File: src/rtl/gpu_pkg.sv
// rtl/gpu_pkg.sv - shared op format, field widths and blitter states for the rectangle blitter
package gpu_pkg;

   localparam int X_W        = 10;
   localparam int Y_W        = 9;
   localparam int SCALE_W    = 3;
   localparam int COLOR_W    = 12;
   localparam int MEM_ADDR_W = 12;

   typedef struct packed {
      logic [X_W-1:0]        x;
      logic [Y_W-1:0]        y;
      logic [X_W-1:0]        width;
      logic [Y_W-1:0]        height;
      logic [COLOR_W-1:0]    color;
      logic                  mem_en;
      logic [MEM_ADDR_W-1:0] mem_addr;
      logic [SCALE_W-1:0]    scale;
   } gpu_op_t;

   typedef enum logic [1:0] {
      ST_IDLE,
      ST_SETUP,
      ST_DRAW,
      ST_DRAIN
   } blit_state_t;

endpackage

File: src/rtl/gpu_tex_stepper.sv
// rtl/gpu_tex_stepper.sv - col/row walker with scale-aware texel address and end-of-rect flag
module gpu_tex_stepper
   import gpu_pkg::*;
#(
   parameter int ROM_ADDR_W = 12
) (
   input  logic                  clk,
   input  logic                  rst_n,
   input  logic                  start,
   input  logic                  step,
   input  logic [X_W-1:0]        width,
   input  logic [Y_W-1:0]        height,
   input  logic [SCALE_W-1:0]    scale,
   input  logic [ROM_ADDR_W-1:0] base,
   output logic                  col_end,
   output logic                  last,
   output logic [ROM_ADDR_W-1:0] tex_addr
);

   logic [X_W-1:0]        col;
   logic [Y_W-1:0]        row;
   logic [Y_W:0]          row_next;
   logic [Y_W:0]          row_mask;
   logic [ROM_ADDR_W-1:0] tex_row_base;
   logic [ROM_ADDR_W-1:0] stride;

   assign stride   = ROM_ADDR_W'(width >> scale);
   assign row_mask = ~({(Y_W+1){1'b1}} << scale);
   assign row_next = {1'b0, row} + (Y_W+1)'(1);
   assign col_end  = (col == width - 1'b1);
   assign last     = col_end && (row == height - 1'b1);
   assign tex_addr = tex_row_base + ROM_ADDR_W'(col >> scale);

   always_ff @(posedge clk or negedge rst_n) begin
      if (!rst_n) begin
         col          <= '0;
         row          <= '0;
         tex_row_base <= '0;
      end else if (start) begin
         col          <= '0;
         row          <= '0;
         tex_row_base <= base;
      end else if (step) begin
         if (col_end) begin
            col <= '0;
            row <= row + 1'b1;
            // each texel row is repeated 2^scale times before moving on
            if ((row_next & row_mask) == '0)
               tex_row_base <= tex_row_base + stride;
         end else begin
            col <= col + 1'b1;
         end
      end
   end

endmodule

File: src/rtl/gpu_rect_blitter.sv
// rtl/gpu_rect_blitter.sv - rasterises one fill/sprite rectangle per op into the framebuffer
// Optional colour-key transparency for sprites: GPU_TRANSPARENCY_EN.
module gpu_rect_blitter
   import gpu_pkg::*;
#(
   parameter int                 HOR_ACTIVE_PIXELS = 640,
   parameter int                 VER_ACTIVE_PIXELS = 480,
   parameter int                 ROM_ADDR_W        = 12,
   parameter logic [COLOR_W-1:0] TRANSPARENT_COLOR = 12'hF0F,
   localparam int                FB_AW = $clog2(HOR_ACTIVE_PIXELS * VER_ACTIVE_PIXELS)
) (
   input  logic                  clk,
   input  logic                  rst_n,
   input  gpu_op_t               op,
   input  logic                  op_valid,
   output logic                  op_ready,
   output logic [ROM_ADDR_W-1:0] rom_addr,
   input  logic [COLOR_W-1:0]    rom_data,
   output logic                  fb_wr_en,
   output logic [FB_AW-1:0]      fb_wr_addr,
   output logic [COLOR_W-1:0]    fb_wr_data
);

`ifdef GPU_TRANSPARENCY_EN
   localparam bit KEY_EN = 1'b1;
`else
   localparam bit KEY_EN = 1'b0;
`endif

   localparam logic [FB_AW-1:0] PITCH = FB_AW'(HOR_ACTIVE_PIXELS);
   localparam logic [X_W:0]     X_LIM = (X_W+1)'(HOR_ACTIVE_PIXELS);
   localparam logic [Y_W:0]     Y_LIM = (Y_W+1)'(VER_ACTIVE_PIXELS);

   blit_state_t      state;
   blit_state_t      next_state;
   gpu_op_t          op_q;
   logic             accept;
   logic             setup;
   logic             step;
   logic             zero_size;
   logic             col_end;
   logic             last;
   logic             in_bounds;
   logic [FB_AW-1:0] base_addr;
   logic [FB_AW-1:0] row_addr;
   logic [FB_AW-1:0] pix_addr;
   logic [X_W:0]     px;
   logic [Y_W:0]     py;
   logic             s1_valid;
   logic [FB_AW-1:0] s1_addr;

   assign zero_size = (op_q.width == '0) || (op_q.height == '0);
   assign base_addr = FB_AW'(op_q.y) * PITCH + FB_AW'(op_q.x);
   assign in_bounds = (px < X_LIM) && (py < Y_LIM);

   gpu_tex_stepper #(
      .ROM_ADDR_W(ROM_ADDR_W)
   ) u_stepper (
      .clk      (clk),
      .rst_n    (rst_n),
      .start    (setup),
      .step     (step),
      .width    (op_q.width),
      .height   (op_q.height),
      .scale    (op_q.scale),
      .base     (ROM_ADDR_W'(op_q.mem_addr)),
      .col_end  (col_end),
      .last     (last),
      .tex_addr (rom_addr)
   );

   always_comb begin
      next_state = state;
      accept     = 1'b0;
      setup      = 1'b0;
      step       = 1'b0;
      case (state)
         ST_IDLE: begin
            if (op_valid && op_ready) begin
               accept     = 1'b1;
               next_state = ST_SETUP;
            end
         end
         ST_SETUP: begin
            setup      = 1'b1;
            next_state = zero_size ? ST_IDLE : ST_DRAW;
         end
         ST_DRAW: begin
            step = 1'b1;
            if (last)
               next_state = ST_DRAIN;
         end
         ST_DRAIN: next_state = ST_IDLE;
         default:  next_state = ST_IDLE;
      endcase
   end

   always_ff @(posedge clk or negedge rst_n) begin
      if (!rst_n)
         state <= ST_IDLE;
      else
         state <= next_state;
   end

   always_ff @(posedge clk or negedge rst_n) begin
      if (!rst_n) begin
         op_q     <= '0;
         op_ready <= 1'b0;
         row_addr <= '0;
         pix_addr <= '0;
         px       <= '0;
         py       <= '0;
         s1_valid <= 1'b0;
         s1_addr  <= '0;
      end else begin
         if (accept)
            op_q <= op;
         op_ready <= (next_state == ST_IDLE);
         // clipped pixels still take their cycle, they just never strobe
         s1_valid <= step && in_bounds;
         if (step)
            s1_addr <= pix_addr;
         if (setup) begin
            row_addr <= base_addr;
            pix_addr <= base_addr;
            px       <= {1'b0, op_q.x};
            py       <= {1'b0, op_q.y};
         end else if (step) begin
            if (col_end) begin
               row_addr <= row_addr + PITCH;
               pix_addr <= row_addr + PITCH;
               px       <= {1'b0, op_q.x};
               py       <= py + 1'b1;
            end else begin
               pix_addr <= pix_addr + 1'b1;
               px       <= px + 1'b1;
            end
         end
      end
   end

   assign fb_wr_en   = s1_valid && !(KEY_EN && op_q.mem_en && (rom_data == TRANSPARENT_COLOR));
   assign fb_wr_addr = s1_addr;
   assign fb_wr_data = s1_valid ? (op_q.mem_en ? rom_data : op_q.color) : '0;

endmodule

File: config.mk
export PLATFORM = sky130hd
export DESIGN_NAME = gpu_rect_blitter
export DESIGN_NICKNAME = d
export VERILOG_FILES = /design/src/rtl/gpu_pkg.sv /design/src/rtl/gpu_tex_stepper.sv /design/src/rtl/gpu_rect_blitter.sv
export SDC_FILE = /design/constraint.sdc
export NUM_CORES = 1
export LEC_CHECK = 0
export CAP_MARGIN = 20
export CORE_ASPECT_RATIO = 0.8
export CORE_MARGIN = 2
export CORE_UTILIZATION = 62
export DETAILED_ROUTE_END_ITERATION = 12
export PLACE_DENSITY = 0.87
export SKIP_LAST_GASP = 1
export SLEW_MARGIN = 20
export SYNTH_ARGS = -nofsm -noshare
export SYNTH_HDL_FRONTEND = slang
export SYNTH_SLANG_ARGS = --single-unit
File: constraint.sdc
create_clock -name clk -period 12.1 [get_ports clk]
set_clock_uncertainty 0.15 [all_clocks]
set_input_delay 2.42 -clock clk [delete_from_list [all_inputs] [get_ports clk]]
set_output_delay 2.42 -clock clk [all_outputs]
set_load 0.02 [all_outputs]
==> out/qor.csv, run 1 <==
stage;metric;value;unit
global_routing;Total GRT Usage;0.299;
power_and_ir_drop;Clk network pwr share;0.132;
setup_path;kind of critical path;flip-flop to output port;
drt;Routed WL per cell;19.0;um
sta;Tcrit/Tclk final;0.614;
final_layout;fillers;1282;
die;Std-Cell Rows;44;
drt;drt drc;0;
final_layout;final core occ;0.733;
sta;Hold WS;360;ps
sta;setup ws final;4680;ps
setup_path;required time of the worst setup path;9530;ps
drt;DRT Wirelength;28.5;mm
clocking;Root Buffer Master;clkbuf_16;
setup_path;CP bufs+invs;3;
synthesis;cell area after synthesis;11400;um^2
global_routing;largest net degree at the start of global routing;107;
final_layout;most frequent cells in the layout;179 x dfrtp_1, 124 x clkdlybuf4s50_1, 105 x mux2_2;
die;starting density of the core;0.631;
synthesis;EDFF count, synth;0;
run_status;status;finished, final reports clean;
power_and_ir_drop;PnR Total Power;3.95;mW
setup_path;Worst Setup End Kind;output port;
placement;quantity of I/O buffers inserted on ports;125;
synthesis;Yosys cell types;77;
clocking;Clock Sinks;179;
synthesis;Synth Register Bits;179;
final_layout;commonest non-fill, non-tap cell in the layout;dfrtp_1;
sta;final setup TNS;0;ps
clocking;CTS hold repair buffers;0;
synthesis;syn_area_per_cell;9.63;um^2
sta;Slew Viols, Final;0;
clocking;CTS clock-pin slew for the worst setup and hold paths;70;ps
die;Die ar.;19500;um^2
clocking;clk buf depth;2;
drt;via count;9584;
die;chip height;125;um
sta;Rel. slew slack;0.274;
drt;post-route ant nets;0;
worst_hold_path;Hold WC Path Type;flip-flop to flip-flop;
clocking;H-tree depth;4;
sta;minimum clock period;7420;ps
power_and_ir_drop;PwrDens;298;nW/um^2
clocking;TritonCTS clock tree;done;
placement;pre-CTS WS;5170;ps
drt;initial DRC count;1045;
setup_path;Worst path top cell family by delay;compound AO/OA/AOI/OAI gates;
setup_path;startpoint types;flip-flop;
run;Max Cap Violations;0;
final_layout;Net count, final;1393;
setup_path;Slowest-stage cell, CP;dfrtp_1;
die;Chip Width;156;um
sta;Final Hold Vio Count;0;
power_and_ir_drop;register share of total power;0.311;
power_and_ir_drop;switching share of power;0.454;
power_and_ir_drop;Logic pwr share;0.557;
synthesis;Cells after Synth;1183;
global_routing;initial antenna violation count;1;
power_and_ir_drop;static leakage;5.63;nW
clocking;Post-CTS Repair Setup Buffers;0;
synthesis;Ys Warns;0;
placement;routability cong.;0.921;
global_routing;grt total ovfl;0;
clocking;CTS buffer count;17;
die;# IOs;126;
synthesis;main flop type after synthesis;dfrtp_1;
drt;DR vias/cell;6.39;
power_and_ir_drop;Net Sw Power;1.79;mW
synthesis;syn nets;1317;
placement;Final HPWL DP;19.4;mm
sta;Worst Tran Pin Value;1090;ps
power_and_ir_drop;P_int;2.16;mW
final_layout;sequential cell area;4480;um^2
sta;Setup violations, final;0;
final_layout;antenna cells;0;
final_layout;layout cells sized above 1;0.127;
final_layout;Synth-to-Final Area Change;16.2;%
die;core box area;18100;um^2
clocking;post-cts sizing count;0;
setup_path;chain of cells forming the critical path;mux2_2 -> mux2i_1 -> o21ai_0 -> ha_1 -> inv_1 -> fa_1 -> inv_1 -> a21oi_1 -> o21bai_1 -> a21o_1 -> a21o_1 -> a311o_1 -> o311ai_0 -> clkdlybuf4s50_1;
sta;RSZ-0062 raised after global routing;no;
drt;detailed-router iteration count before antenna repair;6;
setup_path;worst-path maximum fanout;28;
final_layout;area occupied by multi-input gates;6480;um^2
clocking;worst skew pair latency;440;ps
sta;Max Freq;0.135;GHz
setup_path;data arrival time of the worst path;4850;ps
setup_path;crit-path max cell delay;1070;ps
global_routing;first-pass GRT wire length;46.9;mm
power_and_ir_drop;Max VDD drop;192;uV
global_routing;number of global-route vias before repair;9238;
synthesis;sequential share of the synthesized area;0.393;
synthesis;ys async rst share;1.00;
-- area by class of cell --
cell class | count | area share
multi-input combinational | 888 | 0.489
timing repair buffer | 131 | 0.0980
clock inverter | 14 | 0.00879
sequential | 179 | 0.338
tap | 230 | 0.0217
inverter | 42 | 0.0119
clock buffer | 17 | 0.0321
-- worst paths after layout --
kind                       startpoint                         end  slack (ps)  depth (start not counted)
max in group asynchronous       rst_n                row_addr[13]        8370                          2
hold reg to reg              op_q[22]                    op_q[22]         360                          1
setup / recovery              op_q[1]                rom_addr[10]        4680                         14
setup reg to reg              op_q[1]  u_stepper.tex_row_base[11]        7360                         12
min in group asynchronous       rst_n                 row_addr[6]        1940                          1
hold / removal               op_q[22]                    op_q[22]         360                          1
-- metrics by stage --
step	cell area [um^2]	cells
finish	13200	1501
floorplan	11400	1183
global route	13200	1501
CTS	13200	1501
global placement	12700	1470
detailed placement	12700	1470
-- logic make-up (layout without fill, tap and decap cells) --
kind of cell / after synthesis / count (layout) / synth area share
xor+xnor: 76 / 76 / 0.0584
mux: 156 / 156 / 0.151
compound gates: 261 / 261 / 0.148
simple gates: 342 / 342 / 0.148
buf+inv: 116 / 204 / 0.0409
flops: 179 / 179 / 0.393
fa+ha+maj: 53 / 53 / 0.0608
-- routing by layer --
layer,routed length [um],share of wire,vias up,GRT usage
met2,12600,0.44,460,0.441
met1,12800,0.45,4646,0.443
met3,2550,0.089,45,0.0666
met5,0,0,-,0
li1,-,-,4433,-
met4,544,0.019,0,0.0939
-- flip-flops by register name (all words and copies together) (netlist names) --
| signal | flops |
|---|---|
| state | 2 |
| fb_wr_en | 1 |
| op_q | 66 |
| u_stepper.tex_row_base | 12 |
| row_addr | 19 |
| op_ready | 1 |
| u_stepper.row | 9 |
| px | 11 |
| fb_wr_addr | 19 |
| u_stepper.col | 10 |
| pix_addr | 19 |
| py | 10 |
-- power groups by stage --
stage	Sequential, mW	Clock (mW)	Combinational [mW]
final	1.23	0.523	2.20
after global routing	1.26	0.555	2.41
after CTS	1.21	0.527	2.17
after detailed placement	1.22	0	2.14
after global placement	1.20	0	2.06
after floorplan	1.08	0	1.66
-- Yosys cell counts (5+ instances only) --
| library cell | number | area [um^2] |
|---|---|---|
| a21o_1 | 12 | 90.1 |
| a21oi_1 | 63 | 315 |
| a22oi_1 | 5 | 37.5 |
| a2bb2oi_1 | 11 | 96.3 |
| a31oi_1 | 15 | 93.8 |
| and2_1 | 5 | 31.3 |
| and3_1 | 15 | 93.8 |
| buf_1 | 6 | 22.5 |
| buf_2 | 6 | 30.0 |
| clkbuf_1 | 57 | 214 |
| dfrtp_1 | 179 | 4480 |
| ha_1 | 49 | 613 |
| inv_1 | 41 | 154 |
| mux2_2 | 105 | 1180 |
| mux2i_1 | 48 | 480 |
| nand2_1 | 87 | 327 |
| nand2b_1 | 8 | 50.1 |
| nand3_1 | 43 | 215 |
| nand4_1 | 17 | 106 |
| nor2_1 | 81 | 304 |
| nor2b_1 | 16 | 100 |
| nor3_1 | 28 | 140 |
| nor4_1 | 6 | 37.5 |
| o211ai_1 | 12 | 90.1 |
| o21a_1 | 9 | 67.6 |
| o21ai_0 | 62 | 310 |
| o21ai_1 | 6 | 30.0 |
| o22ai_1 | 12 | 75.1 |
| o31ai_1 | 5 | 37.5 |
| or3_1 | 8 | 50.1 |
| or4_1 | 5 | 37.5 |
| xnor2_1 | 44 | 385 |
| xor2_1 | 32 | 280 |
Note: power is estimated with default switching activity, not from simulation.
==> run 2, diff against run 1 <==
- CORE_UTILIZATION: 62 -> 58
- PLACE_DENSITY: 0.87 -> 0.82
- clock period: 12.1 -> 7.4 ns (I/O delays scaled with it)
==> run 2 against run 1 <==
Against the previous run: non-clock buffer count rose by 1; first-iteration DRC count down 14%; sequential share of layout area shrank 0.15 points; wire length is 1.0% lower; worst setup slack lost 3800 ps; critical path depth unchanged; critical endpoint unchanged; final cell count is 2.1% higher; sequential power grew 62%; count of clock-buffer cells in the layout is 2 higher; largest cell class unchanged; cell area up 0.44%; combinational power up 62%; clock power increased by 66%.
==> out/qor.csv, run 2 (synthesis results as in run 1) <==
stage;metric;value;unit;change
run_status;status;finished, final reports clean;;unchanged
drt;via count;9360;;was 9584
clocking;Root Buffer Master;clkbuf_16;;unchanged
final_layout;commonest non-fill, non-tap cell in the layout;dfrtp_1;;unchanged
clocking;CTS clock-pin slew for the worst setup and hold paths;70;ps;about the same
placement;quantity of I/O buffers inserted on ports;125;;unchanged
sta;Setup violations, final;0;;unchanged
sta;Max Freq;0.153;GHz;
sta;Worst Tran Pin Value;1090;ps;about the same
sta;Slew Viols, Final;0;;unchanged
setup_path;Worst path top cell family by delay;compound AO/OA/AOI/OAI gates;;unchanged
setup_path;Worst Setup End Kind;output port;;unchanged
die;Die ar.;20800;um^2;was 19500 um^2
sta;Rel. slew slack;0.274;;about the same
final_layout;cell area after layout;13300;um^2;was 13200 um^2
sta;Final Hold Vio Count;0;;unchanged
worst_hold_path;Hold WC Path Type;flip-flop to flip-flop;;unchanged
final_layout;Net count, final;1394;;was 1393
drt;Routed WL per cell;18.4;um;was 19.0 um
clocking;Clock Sinks;179;;unchanged
global_routing;number of global-route vias before repair;9007;;was 9238
die;core box area;19100;um^2;was 18100 um^2
final_layout;Reg with most FFs;op_q;;unchanged
final_layout;layout cells sized above 1;0.127;;about the same
setup_path;CP bufs+invs;3;;unchanged
placement;Final HPWL DP;19.2;mm;was 19.4 mm
clocking;H-tree depth;4;;unchanged
final_layout;max FFs per register;66;;unchanged
global_routing;initial antenna violation count;0;;was 1
clocking;Post-CTS Repair Setup Buffers;0;;unchanged
die;starting density of the core;0.597;;was 0.631
clocking;CTS hold repair buffers;0;;unchanged
placement;routability cong.;0.898;;was 0.921
sta;RSZ-0062 raised after global routing;no;;unchanged
final_layout;area occupied by multi-input gates;6470;um^2;was 6480 um^2
drt;DR vias/cell;6.11;;was 6.39
die;Std-Cell Rows;45;;was 44
global_routing;Total GRT Usage;0.278;;was 0.299
clocking;CTS buffer count;17;;unchanged
drt;initial DRC count;900;;was 1045
die;Chip Width;161;um;was 156 um
setup_path;required time of the worst setup path;5770;ps;was 9530 ps
setup_path;data arrival time of the worst path;4920;ps;was 4850 ps
global_routing;grt total ovfl;0;;unchanged
clocking;TritonCTS clock tree;done;;unchanged
placement;pre-CTS WS;1450;ps;was 5170 ps
sta;minimum clock period;6550;ps;
sta;setup ws final;854;ps;was 4680 ps
setup_path;crit-path max cell delay;1070;ps;about the same
clocking;clk buf depth;2;;unchanged
run;Max Cap Violations;0;;unchanged
drt;post-route ant nets;0;;unchanged
drt;DRT Wirelength;28.2;mm;was 28.5 mm
power_and_ir_drop;PwrDens;484;nW/um^2;was 298 nW/um^2
setup_path;kind of critical path;flip-flop to output port;;unchanged
global_routing;first-pass GRT wire length;46.2;mm;was 46.9 mm
die;# IOs;126;;unchanged
clocking;post-cts sizing count;0;;unchanged
final_layout;sequential cell area;4480;um^2;unchanged
placement;DP Area;12700;um^2;about the same
setup_path;chain of cells forming the critical path;mux2_2 -> mux2i_1 -> o21ai_0 -> ha_1 -> inv_1 -> fa_1 -> inv_1 -> a21oi_1 -> o21bai_1 -> a21o_1 -> a21o_1 -> a311o_1 -> o311ai_0 -> clkdlybuf4s50_1;;unchanged
final_layout;Synth-to-Final Area Change;16.7;%;was 16.2%
power_and_ir_drop;Max VDD drop;290;uV;was 192 uV
setup_path;worst-path maximum fanout;28;;unchanged
die;chip height;129;um;was 125 um
drt;drt drc;0;;unchanged
drt;detailed-router iteration count before antenna repair;7;;was 6
clocking;worst skew pair latency;440;ps;about the same
setup_path;Slowest-stage cell, CP;dfrtp_1;;unchanged
power_and_ir_drop;static leakage;5.62;nW;was 5.63 nW
sta;Tcrit/Tclk final;0.885;;
setup_path;startpoint types;flip-flop;;unchanged
final_layout;most frequent cells in the layout;179 x dfrtp_1, 124 x clkdlybuf4s50_1, 105 x mux2_2;;unchanged
global_routing;largest net degree at the start of global routing;105;;was 107
final_layout;fillers;1431;;was 1282
sta;final setup TNS;0;ps;unchanged
-- run 2: cell count changes in the layout (fill, tap and decap cells not counted), sizes merged --
cell      previous run  this run
diode                0         1
clkinv               3         5
clkinvlp             2         4
inv                 51        46
clkbuf              17        19
buf                  7         8
-- run 2: final timing paths --
| path | start | to | slack [ps] | cells past startpoint |
|---|---|---|---|---|
| setup / recovery | op_q[1] | rom_addr[10] | 850 | 14 |
| hold / removal | px[10] | px[10] | 350 | 1 |
| setup reg to reg | op_q[1] | u_stepper.tex_row_base[11] | 2650 | 12 |
| hold reg to reg | px[10] | px[10] | 350 | 1 |
| max in group asynchronous | rst_n | op_q[40] | 4520 | 2 |
| min in group asynchronous | rst_n | fb_wr_addr[0] | 990 | 1 |
-- run 2: report_power, final --
| part | switching, mW | internal [mW] | leakage [nW] |
|---|---|---|---|
| clock network | 0.427 | 0.443 | 0.261 |
| registers | 0.586 | 1.41 | 2.14 |
| logic | 1.89 | 1.68 | 3.22 |
| total | 2.90 | 3.53 | 5.62 |
-- run 2: layout make-up --
class / instances / share of cell area
inverters: 42 / 0.0119
clock inverters: 13 / 0.00960
diodes: 1 / 0.000188
repair buffers: 132 / 0.0981
well taps: 258 / 0.0243
clock buffers: 19 / 0.0325
multi-input cells: 888 / 0.487
flip-flops and latches: 179 / 0.337
-- run 2: stage by stage --
step / cells / hold slack (ps) / utilization / total power, mW
floorplan: 1183 / 305 / - / 4.48
global placement: 1499 / 322 / 0.667 / 5.37
detailed placement: 1499 / 337 / 0.667 / 5.48
CTS: 1531 / 346 / 0.696 / 6.39
global route: 1531 / 374 / 0.697 / 6.92
finish: 1532 / 353 / 0.697 / 6.43
-- run 2: worst reg2reg max path, delay by kind of cell, from the launching register on --
family                   cells  cell delay (ps)
AO/OA/AOI/OAI                8             2160
adder cells (fa/ha/maj)      1              350
flip-flops                   1             1070
multiplexers                 2              770
AND/OR/NAND/NOR              1              150
-- run 2: per-layer routing --
layer | vias up | wire [um] | track usage | part of all wire
met5 | - | 0 | 0 | 0
met1 | 4553 | 13500 | 0.413 | 0.48
li1 | 4436 | - | - | -
met2 | 341 | 12300 | 0.415 | 0.44
met3 | 30 | 2010 | 0.0560 | 0.071
met4 | 0 | 353 | 0.0819 | 0.013
==> run 3, diff against run 2 <==
- CORE_UTILIZATION: 58 -> 62
- PLACE_DENSITY: 0.82 -> 0.87
- clock period: 7.4 -> 7.8 ns (I/O delays scaled with it)
==> run 3 against run 2 <==
Against the previous run: non-clock buffer count rose by 1; via count increased by 3.5%; core utilization rose by 4.1 points; count of clock-buffer cells in the layout did not move; wire length increased by 4.3%; combinational power down 4%; critical path type unchanged; largest cell class unchanged.
==> out/qor.csv, run 3 (synthesis results as in run 1) <==
stage;metric;value;unit;change
die;Chip Width;156;um;was 161 um
setup_path;kind of critical path;flip-flop to output port;;unchanged
clocking;Root Buffer Master;clkbuf_16;;unchanged
setup_path;Slowest-stage cell, CP;dfrtp_1;;unchanged
run_status;status;finished, final reports clean;;unchanged
setup_path;reg-to-reg slack, setup;2920;ps;was 2650 ps
final_layout;layout cells sized above 1;0.127;;unchanged
global_routing;initial antenna violation count;0;;unchanged
final_layout;most frequent cells in the layout;179 x dfrtp_1, 124 x clkdlybuf4s50_1, 105 x mux2_2;;unchanged
sta;Rel. slew slack;0.249;;was 0.274
clocking;post-cts sizing count;0;;unchanged
sta;Slew Viols, Final;0;;unchanged
sta;Tcrit/Tclk final;0.837;;
drt;initial DRC count;1087;;was 900
clocking;H-tree depth;4;;unchanged
setup_path;WP depth;16;;was 14
sta;Setup violations, final;0;;unchanged
clocking;CTS hold repair buffers;0;;unchanged
clocking;worst skew pair latency;440;ps;about the same
sta;minimum clock period;6530;ps;
placement;Final HPWL DP;19.6;mm;was 19.2 mm
sta;RSZ-0062 raised after global routing;no;;unchanged
final_layout;fillers;1254;;was 1431
die;Std-Cell Rows;44;;was 45
setup_path;chain of cells forming the critical path;buf_8 -> mux2_2 -> nor2_1 -> a21oi_1 -> a21oi_1 -> inv_1 -> ha_1 -> a21o_1 -> a21oi_1 -> o21bai_1 -> a31oi_1 -> o21ai_0 -> o21a_1 -> o21ai_0 -> xnor2_1 -> clkdlybuf4s50_1;;was mux2_2 -> mux2i_1 -> o21ai_0 -> ha_1 -> inv_1 -> fa_1 -> inv_1 -> a21oi_1 -> o21bai_1 -> a21o_1 -> a21o_1 -> a311o_1 -> o311ai_0 -> clkdlybuf4s50_1
die;core box area;18100;um^2;was 19100 um^2
final_layout;Net count, final;1395;;was 1394
global_routing;grt total ovfl;0;;unchanged
final_layout;antenna cells;0;;was 1
power_and_ir_drop;Max VDD drop;243;uV;was 290 uV
drt;DR vias/cell;6.45;;was 6.11
setup_path;Worst path top cell family by delay;compound AO/OA/AOI/OAI gates;;unchanged
clocking;TritonCTS clock tree;done;;unchanged
setup_path;required time of the worst setup path;6090;ps;was 5770 ps
setup_path;R2R depth;11;;was 12
final_layout;final core occ;0.738;;was 0.697
drt;drt drc;0;;unchanged
die;chip height;125;um;was 129 um
power_and_ir_drop;static leakage;5.66;nW;was 5.62 nW
drt;detailed-router iteration count before antenna repair;7;;unchanged
drt;via count;9690;;was 9360
final_layout;sequential cell area;4480;um^2;unchanged
setup_path;CP bufs+invs;3;;unchanged
setup_path;crit-path max cell delay;780;ps;was 1070 ps
drt;WL met1;13.2;mm;was 13.5 mm
clocking;Post-CTS Repair Setup Buffers;0;;unchanged
sta;Max Freq;0.153;GHz;
clocking;Clock Sinks;179;;unchanged
sta;final setup TNS;0;ps;unchanged
final_layout;max FFs per register;66;;unchanged
drt;DRT Wirelength;29.4;mm;was 28.2 mm
setup_path;Critical Path End;rom_addr[11];;was rom_addr[10]
power_and_ir_drop;PwrDens;468;nW/um^2;was 484 nW/um^2
final_layout;commonest non-fill, non-tap cell in the layout;dfrtp_1;;unchanged
setup_path;Worst Setup End Kind;output port;;unchanged
drt;max layer used;met4;;unchanged
clocking;clk buf depth;2;;unchanged
sta;Worst Tran Pin Value;1120;ps;was 1090 ps
placement;routability cong.;0.934;;was 0.898
setup_path;data arrival time of the worst path;4820;ps;was 4920 ps
global_routing;number of global-route vias before repair;9462;;was 9007
drt;post-route ant nets;0;;unchanged
setup_path;Crit path top cell by count;a21oi_1;;
die;# IOs;126;;unchanged
placement;quantity of I/O buffers inserted on ports;125;;unchanged
setup_path;Setup crit start;op_q[1];;unchanged
clocking;CTS buffer count;17;;unchanged
run;Max Cap Violations;0;;unchanged
global_routing;largest net degree at the start of global routing;69;;was 105
die;Die ar.;19500;um^2;was 20800 um^2
sta;Final Hold Vio Count;0;;unchanged
worst_hold_path;Hold WC Path Type;flip-flop to flip-flop;;unchanged
die;starting density of the core;0.631;;was 0.597
final_layout;Reg with most FFs;op_q;;unchanged
global_routing;first-pass GRT wire length;48.2;mm;was 46.2 mm
final_layout;Synth-to-Final Area Change;17.0;%;was 16.7%
global_routing;Total GRT Usage;0.308;;was 0.278
drt;routed wl met3;2.44;mm;was 2.01 mm
clocking;CTS clock-pin slew for the worst setup and hold paths;70;ps;about the same
setup_path;Reg2Reg Capture Point;u_stepper.tex_row_base[0];;was u_stepper.tex_row_base[11]
setup_path;startpoint types;flip-flop;;unchanged
setup_path;FF-to-FF Start;op_q[37];;was op_q[1]
final_layout;area occupied by multi-input gates;6480;um^2;was 6470 um^2
drt;Routed WL per cell;19.6;um;was 18.4 um
setup_path;worst-path maximum fanout;16;;was 28
drt;Routed met2 length;13.2;mm;was 12.3 mm
-- run 3: changes by cell type in the layout (fill, tap and decap cells not counted), moves of 2 or more --
| cell | change |
|---|---|
| bufinv_16 | +3 |
| clkinv_8 | -2 |
| inv_6 | +4 |
| clkinv_4 | -2 |
| inv_8 | -2 |
| clkinvlp_4 | -2 |
-- run 3: worst reg2reg max path: cells and delay by family (launching register included) --
family | cells | cell delay [ps]
simple gates | 5 | 2320
mux | 1 | 430
compound gates | 2 | 500
flops | 1 | 470
fa+ha+maj | 1 | 260
buf+inv | 2 | 640
-- run 3: metrics by stage --
step	hold slack, ps	total power [mW]	worst slack (ps)	instances	instance area (um^2)
finish	359	6.24	1270	1503	13300
global route	372	6.68	945	1503	13300
CTS	359	6.17	1200	1502	13300
detailed placement	343	5.21	1680	1471	12700
global placement	325	5.07	1880	1471	12700
floorplan	305	4.25	1920	1183	11400
-- run 3: cell type report --
cell class	count	area share
multi-input cells	888	0.486
flip-flops and latches	179	0.336
repair buffers	133	0.0990
clock buffers	19	0.0332
well taps	230	0.0216
clock inverters	12	0.0124
inverters	42	0.0118
-- run 3: where the power goes --
part	switching, mW	internal (mW)
clock	0.389	0.518
combinational	1.84	1.60
sequential	0.561	1.34
-- run 3: how the worst min path moves through the flow --
stage	start	end	slack, ps	cells past startpoint
3_5_place_dp	op_q[12]	op_q[12]	340	1
3_3_place_gp	px[10]	px[10]	320	1
6_report	op_q[11]	op_q[11]	360	1
5_1_grt	op_q[27]	op_q[27]	370	1
2_1_floorplan	px[10]	px[10]	310	1
4_1_cts	op_q[12]	op_q[12]	360	1
-- run 3: per-layer routing --
metal  vias up  track usage
li1       4431            -
met1      4717        0.459
met2       493        0.460
met3        49       0.0620
met4         0       0.0826
met5         -            0
